`config.mk`:
```
export PLATFORM = sky130hd
export DESIGN_NAME = regfile_2r1w
export DESIGN_NICKNAME = d
export VERILOG_FILES = /design/src/rtl/regfile_2r1w.sv
export SDC_FILE = /design/constraint.sdc
export NUM_CORES = 2
export LEC_CHECK = 0
export BUFFER_PORTS_ARGS = -buffer_cell sky130_fd_sc_hd__buf_2
export CAP_MARGIN = 20
export CELL_PAD_IN_SITES_DETAIL_PLACEMENT = 0
export CELL_PAD_IN_SITES_GLOBAL_PLACEMENT = 1
export CORE_AREA = 2 2 373 375
export DETAILED_ROUTE_END_ITERATION = 10
export DIE_AREA = 0 0 375 377
export GPL_TIMING_DRIVEN = 0
export PLACE_DENSITY = 0.82
export REMOVE_ABC_BUFFERS = 1
export SYNTH_ARGS = -nofsm -noshare
export SYNTH_HDL_FRONTEND = slang
export SYNTH_SLANG_ARGS = --single-unit
```
`constraint.sdc`:
```
create_clock -name CLK -period 4.2 [get_ports CLK]
set_input_delay 0.84 -clock CLK [delete_from_list [all_inputs] [get_ports CLK]]
set_output_delay 0.84 -clock CLK [all_outputs]
set_load 0.005 [all_outputs]
```
`src/rtl/regfile_2r1w.sv`:
```
// regfile_2r1w: DEPTH x DATA_W register file with one synchronous write port,
// two registered read ports (write-first bypass) and a background clear engine
// that zeroes one entry per cycle while BUSY is high.
// Optional build macro REGFILE_ZERO_REG_EN: entry 0 reads as zero and ignores writes.
module regfile_2r1w #(
  parameter int DATA_W = 32,
  parameter int ADDR_W = 5
) (
  input  logic              CLK,
  input  logic              RST_N,
  input  logic              WE,
  input  logic [ADDR_W-1:0] WADDR,
  input  logic [DATA_W-1:0] WDATA,
  input  logic              RE_A,
  input  logic [ADDR_W-1:0] RADDR_A,
  output logic [DATA_W-1:0] RDATA_A,
  output logic              RVALID_A,
  input  logic              RE_B,
  input  logic [ADDR_W-1:0] RADDR_B,
  output logic [DATA_W-1:0] RDATA_B,
  output logic              RVALID_B,
  input  logic              CLR,
  output logic              BUSY,
  output logic              WDROP
);

  localparam int DEPTH = 2 ** ADDR_W;

  typedef enum logic {IDLE, CLEAR} state_t;

  state_t            state_q, state_d;
  logic [ADDR_W-1:0] ptr_q, ptr_d;
  logic              busy_q, busy_d;
  logic              wdrop_q, wdrop_d;
  logic [DATA_W-1:0] mem_q [DEPTH];
  logic [DATA_W-1:0] mem_d [DEPTH];
  logic [DATA_W-1:0] rdata_a_q, rdata_a_d, rdata_b_q, rdata_b_d;
  logic              rvalid_a_q, rvalid_a_d, rvalid_b_q, rvalid_b_d;
  logic              wr_ok;
  logic              scrub;

  // Next-state: clear sequencing, write acceptance and read-data selection.
  always_comb begin
    state_d    = state_q;
    ptr_d      = ptr_q;
    busy_d     = busy_q;
    wdrop_d    = wdrop_q;
    mem_d      = mem_q;
    rdata_a_d  = rdata_a_q;
    rdata_b_d  = rdata_b_q;
    rvalid_a_d = RE_A;
    rvalid_b_d = RE_B;
    scrub      = (state_q == CLEAR);

    // A write lands only in IDLE and never alongside a clear start.
`ifdef REGFILE_ZERO_REG_EN
    wr_ok = (state_q == IDLE) && WE && !CLR && (WADDR != '0);
`else
    wr_ok = (state_q == IDLE) && WE && !CLR;
`endif

    case (state_q)
      IDLE: begin
        if (CLR) begin
          state_d = CLEAR;
          ptr_d   = '0;
          busy_d  = 1'b1;
          // A clear start resets the sticky flag, except that a write
          // colliding with the start is itself a dropped write.
          wdrop_d = WE;
        end
      end
      CLEAR: begin
        mem_d[ptr_q] = '0;
        ptr_d        = ptr_q + ADDR_W'(1);
        if (WE) wdrop_d = 1'b1;
        if (ptr_q == '1) begin
          state_d = IDLE;
          busy_d  = 1'b0;
        end
      end
      default: state_d = IDLE;
    endcase

    if (wr_ok) mem_d[WADDR] = WDATA;
`ifdef REGFILE_ZERO_REG_EN
    mem_d[0] = '0;
`endif

    // Priority: accepted write bypass, then scrub bypass, then array.
    if (RE_A) begin
      if (wr_ok && (RADDR_A == WADDR))      rdata_a_d = WDATA;
      else if (scrub && (RADDR_A == ptr_q)) rdata_a_d = '0;
      else                                  rdata_a_d = mem_q[RADDR_A];
    end
    if (RE_B) begin
      if (wr_ok && (RADDR_B == WADDR))      rdata_b_d = WDATA;
      else if (scrub && (RADDR_B == ptr_q)) rdata_b_d = '0;
      else                                  rdata_b_d = mem_q[RADDR_B];
    end
  end

  // State, array and output registers with asynchronous clear.
  always_ff @(posedge CLK or negedge RST_N) begin
    if (!RST_N) begin
      state_q    <= IDLE;
      ptr_q      <= '0;
      busy_q     <= 1'b0;
      wdrop_q    <= 1'b0;
      mem_q      <= '{default: '0};
      rdata_a_q  <= '0;
      rdata_b_q  <= '0;
      rvalid_a_q <= 1'b0;
      rvalid_b_q <= 1'b0;
    end else begin
      state_q    <= state_d;
      ptr_q      <= ptr_d;
      busy_q     <= busy_d;
      wdrop_q    <= wdrop_d;
      mem_q      <= mem_d;
      rdata_a_q  <= rdata_a_d;
      rdata_b_q  <= rdata_b_d;
      rvalid_a_q <= rvalid_a_d;
      rvalid_b_q <= rvalid_b_d;
    end
  end

  assign RDATA_A  = rdata_a_q;
  assign RVALID_A = rvalid_a_q;
  assign RDATA_B  = rdata_b_q;
  assign RVALID_B = rvalid_b_q;
  assign BUSY     = busy_q;
  assign WDROP    = wdrop_q;

endmodule

```
# --- Word-level counts from Yosys, hierarchy flattened ---
# Cells that the tools add are included.
# Widths: inputs -> output; s select.
totals:
  reg_bits: 1098
  in_bits: 53
classes:
  magnitude_cmp: 6
  muxes: 28
  n_reduce_logical: 11
  n_eq_ne: 8
  bitwise_logic: 7
  addsub: 1
ops:
  columns: ["op", "count"]
  rows:
  - ["$mux 1024", 2]
  - ["$and 1024x1024->1024", 1]
  - ["$bwmux 1024", 1]
  - ["$not 1024->1024", 1]
  - ["$bmux 32 s5", 2]
  - ["$demux 32 s5", 2]
  - ["$mux 32", 10]
  - ["$ge 6x6->1 const B", 4]
  - ["$not 5->6", 4]
  - ["$eq 5x5->1", 4]
  - ["$lt 6x1->1 const B", 2]
  - ["$pmux 5 s2", 1]
  - ["$logic_and 1x1->1", 8]
  - ["$mux 1", 6]
  - ["$pmux 1 s2", 3]
  - ["$add 5x1->5 const B", 1]
  - ["$eq 5x5->1 const B", 1]
  - ["$mux 5", 1]
  - ["$ne 2x2->1 const B", 2]
  - ["$reduce_and 2->1", 2]
  - ["$ne 2x1->1 const B", 1]
  - ["$logic_not 1->1", 1]
  - ["$not 1->1", 1]

# --- Logic depth before layout (Yosys ltp) ---
logic_depth:
  ltp_word: 10
  ltp_mapped: 9
  ltp_nobuf: 7

# --- Worst setup path after synthesis ---
# OpenSTA, ideal clock, no wires.
synth_path:
  path_kind: "in2reg"
  startpoint: "input RADDR_A[0]"
  endpoint: "register rdata_a_q[11] (netlist: RDATA_A[11])"
  arrival_ns: 2.309
  n_path_buf: 3
  cell_stages: 7
  setup_slack_ns: 1.763
  cell_sequence: "buf_4 -> buf_6 -> buf_2 -> mux4_2 -> a22oi_1 -> and3b_1 -> o31ai_2"
synth_between:
  elab_chain_cells: 6
  word_cells_on_any_way: 10
  classes_between: "2 x eq/ne; 5 x mux; 1 x bitwise; 2 x reduce/logical"
synth_lines:
  columns: ["item", "line", "source"]
  rows:
  - ["start, declared", "15", "input logic [ADDR_W-1:0] RADDR_A,"]
  - ["$not 5->6 (implied by the code)", "94", "else rdata_a_d = mem_q[RADDR_A];"]
  - ["$bmux 32 s5", "94", null]
  - ["$mux 32 (implied by the code) (2 in a row)", "94", null]
  - ["$mux 32", "93", "else if (scrub && (RADDR_A == ptr_q)) rdata_a_d = '0;"]
  - ["$mux 32 *", "92", "if (wr_ok && (RADDR_A == WADDR)) rdata_a_d = WDATA;"]
  - ["end signal, assigned", "121", "rdata_a_q <= rdata_a_d;"]
  - ["end, declared", "37", "logic [DATA_W-1:0] rdata_a_q, rdata_a_d, rdata_b_q, rdata_b_d;"]
# Mark *: on every way between the ends. The rest lies on a longest branch, timed or not. The select of a mux whose other input is x is not followed.
# A chain may end at the register's enable or synchronous reset.

# --- Worst setup path in the final report ---
layout_path:
  startpoint: "input RADDR_B[1]"
  endpoint: "register rdata_b_q[24] (netlist: RDATA_B[24])"
layout_between:
  elab_chain_cells: 6
  word_cells_on_any_way: 10
  classes_between: "2 x eq/ne; 5 x mux; 1 x bitwise; 2 x reduce/logical"
layout_lines:
  columns: ["item", "line", "source"]
  rows:
  - ["start, declared", "19", "input logic [ADDR_W-1:0] RADDR_B,"]
  - ["$not 5->6 (implied by the code)", "99", "else rdata_b_d = mem_q[RADDR_B];"]
  - ["$bmux 32 s5", "99", null]
  - ["$mux 32 (implied by the code) (2 in a row)", "99", null]
  - ["$mux 32", "98", "else if (scrub && (RADDR_B == ptr_q)) rdata_b_d = '0;"]
  - ["$mux 32 *", "97", "if (wr_ok && (RADDR_B == WADDR)) rdata_b_d = WDATA;"]
  - ["end signal, assigned", "122", "rdata_b_q <= rdata_b_d;"]
  - ["end, declared", "37", null]
# Marked as above.

==> flow_summary.ini <==
[global_routing]
grt_max_degree = 163
overflow = 0
grt_pass1_wl_um = 347300
antenna_found_initial = 15
grt_pass1_vias = 52050
grtUsageTotal_pct = 33.10

[floorplan]
core-area_um2 = 137000
die_x_um = 375
initial_utilization_pct = 44.85
ios = 121
std_cell_rows = 136
die_height_um = 377
die_area_um2 = 141400

[route]
totalWireLength_um = 236100
drt-initial-drc-count = 7481
firstDrtPassIters = 8
vias = 52800
antenna_left = 0
drc = 0
vias_per_cell = 6.502
wl_per_cell_um = 29.08

[outcome]
status = complete, no violations

[final_layout]
multiInputGateArea_um2 = 31200
seqCellArea_um2 = 27480
final_util_pct = 50.50
area_growth_pct = 12.59
num-nets-final = 6280
fill_cells = 11980
drive_gt1_share_pct = 16.01

[clocking]
cts_root_buf = clkbuf_16
htree_levels = 3
clk-insertion-delay-late_ns = 0.77
clockBufferDepth = 3
cts_tree = yes
cts-buffers-inserted = 120
holdBufCountCts = 0
path_clk_slew_ns = 0.06
cts_sinks = 1098

[min_path]
hold_path_class = in -> async

[timing]
period_needed_ns = 4.165
fin_worst_skew_ns = 0.02577
relSlewSlack_pct = 30.88
fmax_mhz = 240.1
setup_viol = 0
tightest_slew_ns = 1.034
hold_slack_ns = 0.01203
rsz0062_at_grt = false
period_share_pct = 99.16
setup_ws_ns = 0.03512
hold_viol_final = 0
slew_violations = 0

[place]
dp_slack_ns = -0.8003
portBuffers = 120
gp_congestion = 0.8392
post-dp-hpwl_um = 146900

[setup_path]
startpoint_type = primary input
end_kind = flop
r2r-start = scrub
r2r_cells = 7
reg2reg_to = RDATA_A[4]
arrival_ns = 4.79
cp_max_fo = 73
cp-startpoint = RADDR_B[1]
rrSetupSlack_ns = 0.62
path_class = in -> reg
worstPathRequired_ns = 4.82

[power]
p_leak_uw = 0.02939
cell_internal_pwr_uw = 26580
swShare_pct = 35.24
power_uw = 41040
clkPwrFrac_pct = 26.6
ir_worst_vdd_mv = 0.4349
comb_power_share_pct = 28.8
powerDensity_nw_per_um2 = 593.3
p_sw_uw = 14460
pwr-share-seq_pct = 44.6

[synthesis]
synthArstFlopShare_pct = 100.0
synthCells = 6501
yosysUniqueCellTypes = 57
ys_ff_latch = 1098
ys.flop_type = dfrtp_1
post_synth_instance_area_um2 = 61440
synth.yosys.warnings = 0
seq_area_frac_synth_pct = 44.72
synth_edf_count = 0
avgSynthCellArea_um2 = 9.451

[job]
cap_violations = 0
power groups by stage:
| stage | Clock, uW | Combinational [uW] | Sequential [uW] |
|---|---|---|---|
| 2_1_floorplan | 0 | 7540 | 17300 |
| 3_3_place_gp | 0 | 10800 | 18100 |
| 3_5_place_dp | 0 | 11500 | 18400 |
| 4_1_cts | 11000 | 11500 | 18200 |
| 5_1_grt | 11400 | 12900 | 18900 |
| 6_report | 10900 | 11800 | 18300 |
kinds of logic after synthesis:
group	share of synthesized area (%)
AO/OA/AOI/OAI	14.56
XOR/XNOR	0.3136
adder cells (fa/ha/maj)	0.1425
buffers and inverters	5.187
flip-flops	44.72
multiplexers	18.19
AND/OR/NAND/NOR	16.89
timing repair:
| action | CTS | global route |
|---|---|---|
| resized for setup | 0 | 4 |
| setup buffers | 0 | 2 |
| setup endpoints to repair | 0 | 28 |
state kept, by name, summed over array words and instances (netlist names):
name      cells
scrub         1
BUSY          1
WDROP         1
mem_q      1024
RVALID_B      1
ptr_q         5
RVALID_A      1
RDATA_A      32
RDATA_B      32
layer usage:
metal	part of all wire, %	GRT usage (%)	up-vias
li1	-	-	22320
met1	37	43.40	25870
met2	43	48.71	3691
met3	14	10.99	915
met4	5.9	17.35	12
met5	0.039	0	-
worst max-delay path by stage:
stage          cells after the start     endpoint
5_1_grt                           10  RDATA_B[24]
3_3_place_gp                       1   mem_q[124]
3_5_place_dp                       9   RDATA_A[3]
2_1_floorplan                      4   mem_q[704]
4_1_cts                            9   RDATA_A[3]
6_report                          10  RDATA_B[24]
cells in the final DEF (no fill, tap or decap), types with 31 or more instances in the layout:
master	n
mux2_2	62
a221o_1	34
o31ai_1	49
mux2i_1	304
buf_12	74
nand2_1	2056
mux4_2	330
clkbuf_16	120
nand3_1	132
buf_2	107
dfrtp_1	1098
and3b_1	52
buf_8	31
a31o_1	50
o21ai_1	46
clkbuf_8	37
buf_16	55
o21ai_0	972
nor3_1	58
nor2b_1	67
a22oi_1	58
a221oi_1	103
a31oi_1	64
Yosys cell counts (12+ instances only):
cell      number  area share [%]
a31o_1        50            0.71
buf_4         37            0.45
buf_6         30            0.55
a221oi_2      21            0.51
o21ai_0      972             7.9
o221ai_1      30            0.43
a22oi_1       58            0.71
xor2_1        13            0.19
a221oi_1     107             1.5
nor3_1        58            0.47
nor2b_1       72            0.73
a221o_1       34            0.55
a31oi_1       64            0.65
o31ai_1       49            0.60
o21ai_1       46            0.37
nand3_1      141             1.1
nand2_1     2081              13
and3b_1       52            0.74
nor2_1        53            0.32
clkbuf_1     473             2.9
and3_1        12            0.12
buf_2        132             1.1
mux4_2       330              12
dfrtp_1     1098              45
mux2i_1      304             5.0
o31ai_2       15            0.31
mux2_2        62             1.1
stage by stage:
step           instances  setup TNS (ns)  instance area, um^2
6_report            8120               0                69180
5_1_grt             8114               0                69160
4_1_cts             8112               0                69100
3_5_place_dp        7890          -34.37                65060
3_3_place_gp        7727               -                61120
2_1_floorplan       5813               0                58280
layout make-up:
cell class | instances | area share (%)
inverters | 7 | 0.04160
diodes | 6 | 0.02170
multi-input cells | 4708 | 45.11
clock buffers | 180 | 5.202
clock inverters | 42 | 0.6367
repair buffers | 285 | 6.027
well taps | 1794 | 3.245
flip-flops and latches | 1098 | 39.72
worst max-delay path, stage by stage:
cell and delay, ns:
buf_8 0.41, buf_16 0.40, buf_16 0.37, buf_16 0.43, nor2b_4 0.80, buf_12 0.29
a221oi_1 0.16, nor3_1 0.26, a31o_1 0.43, o31ai_1 0.15
Power figures use the tool's default switching activity.
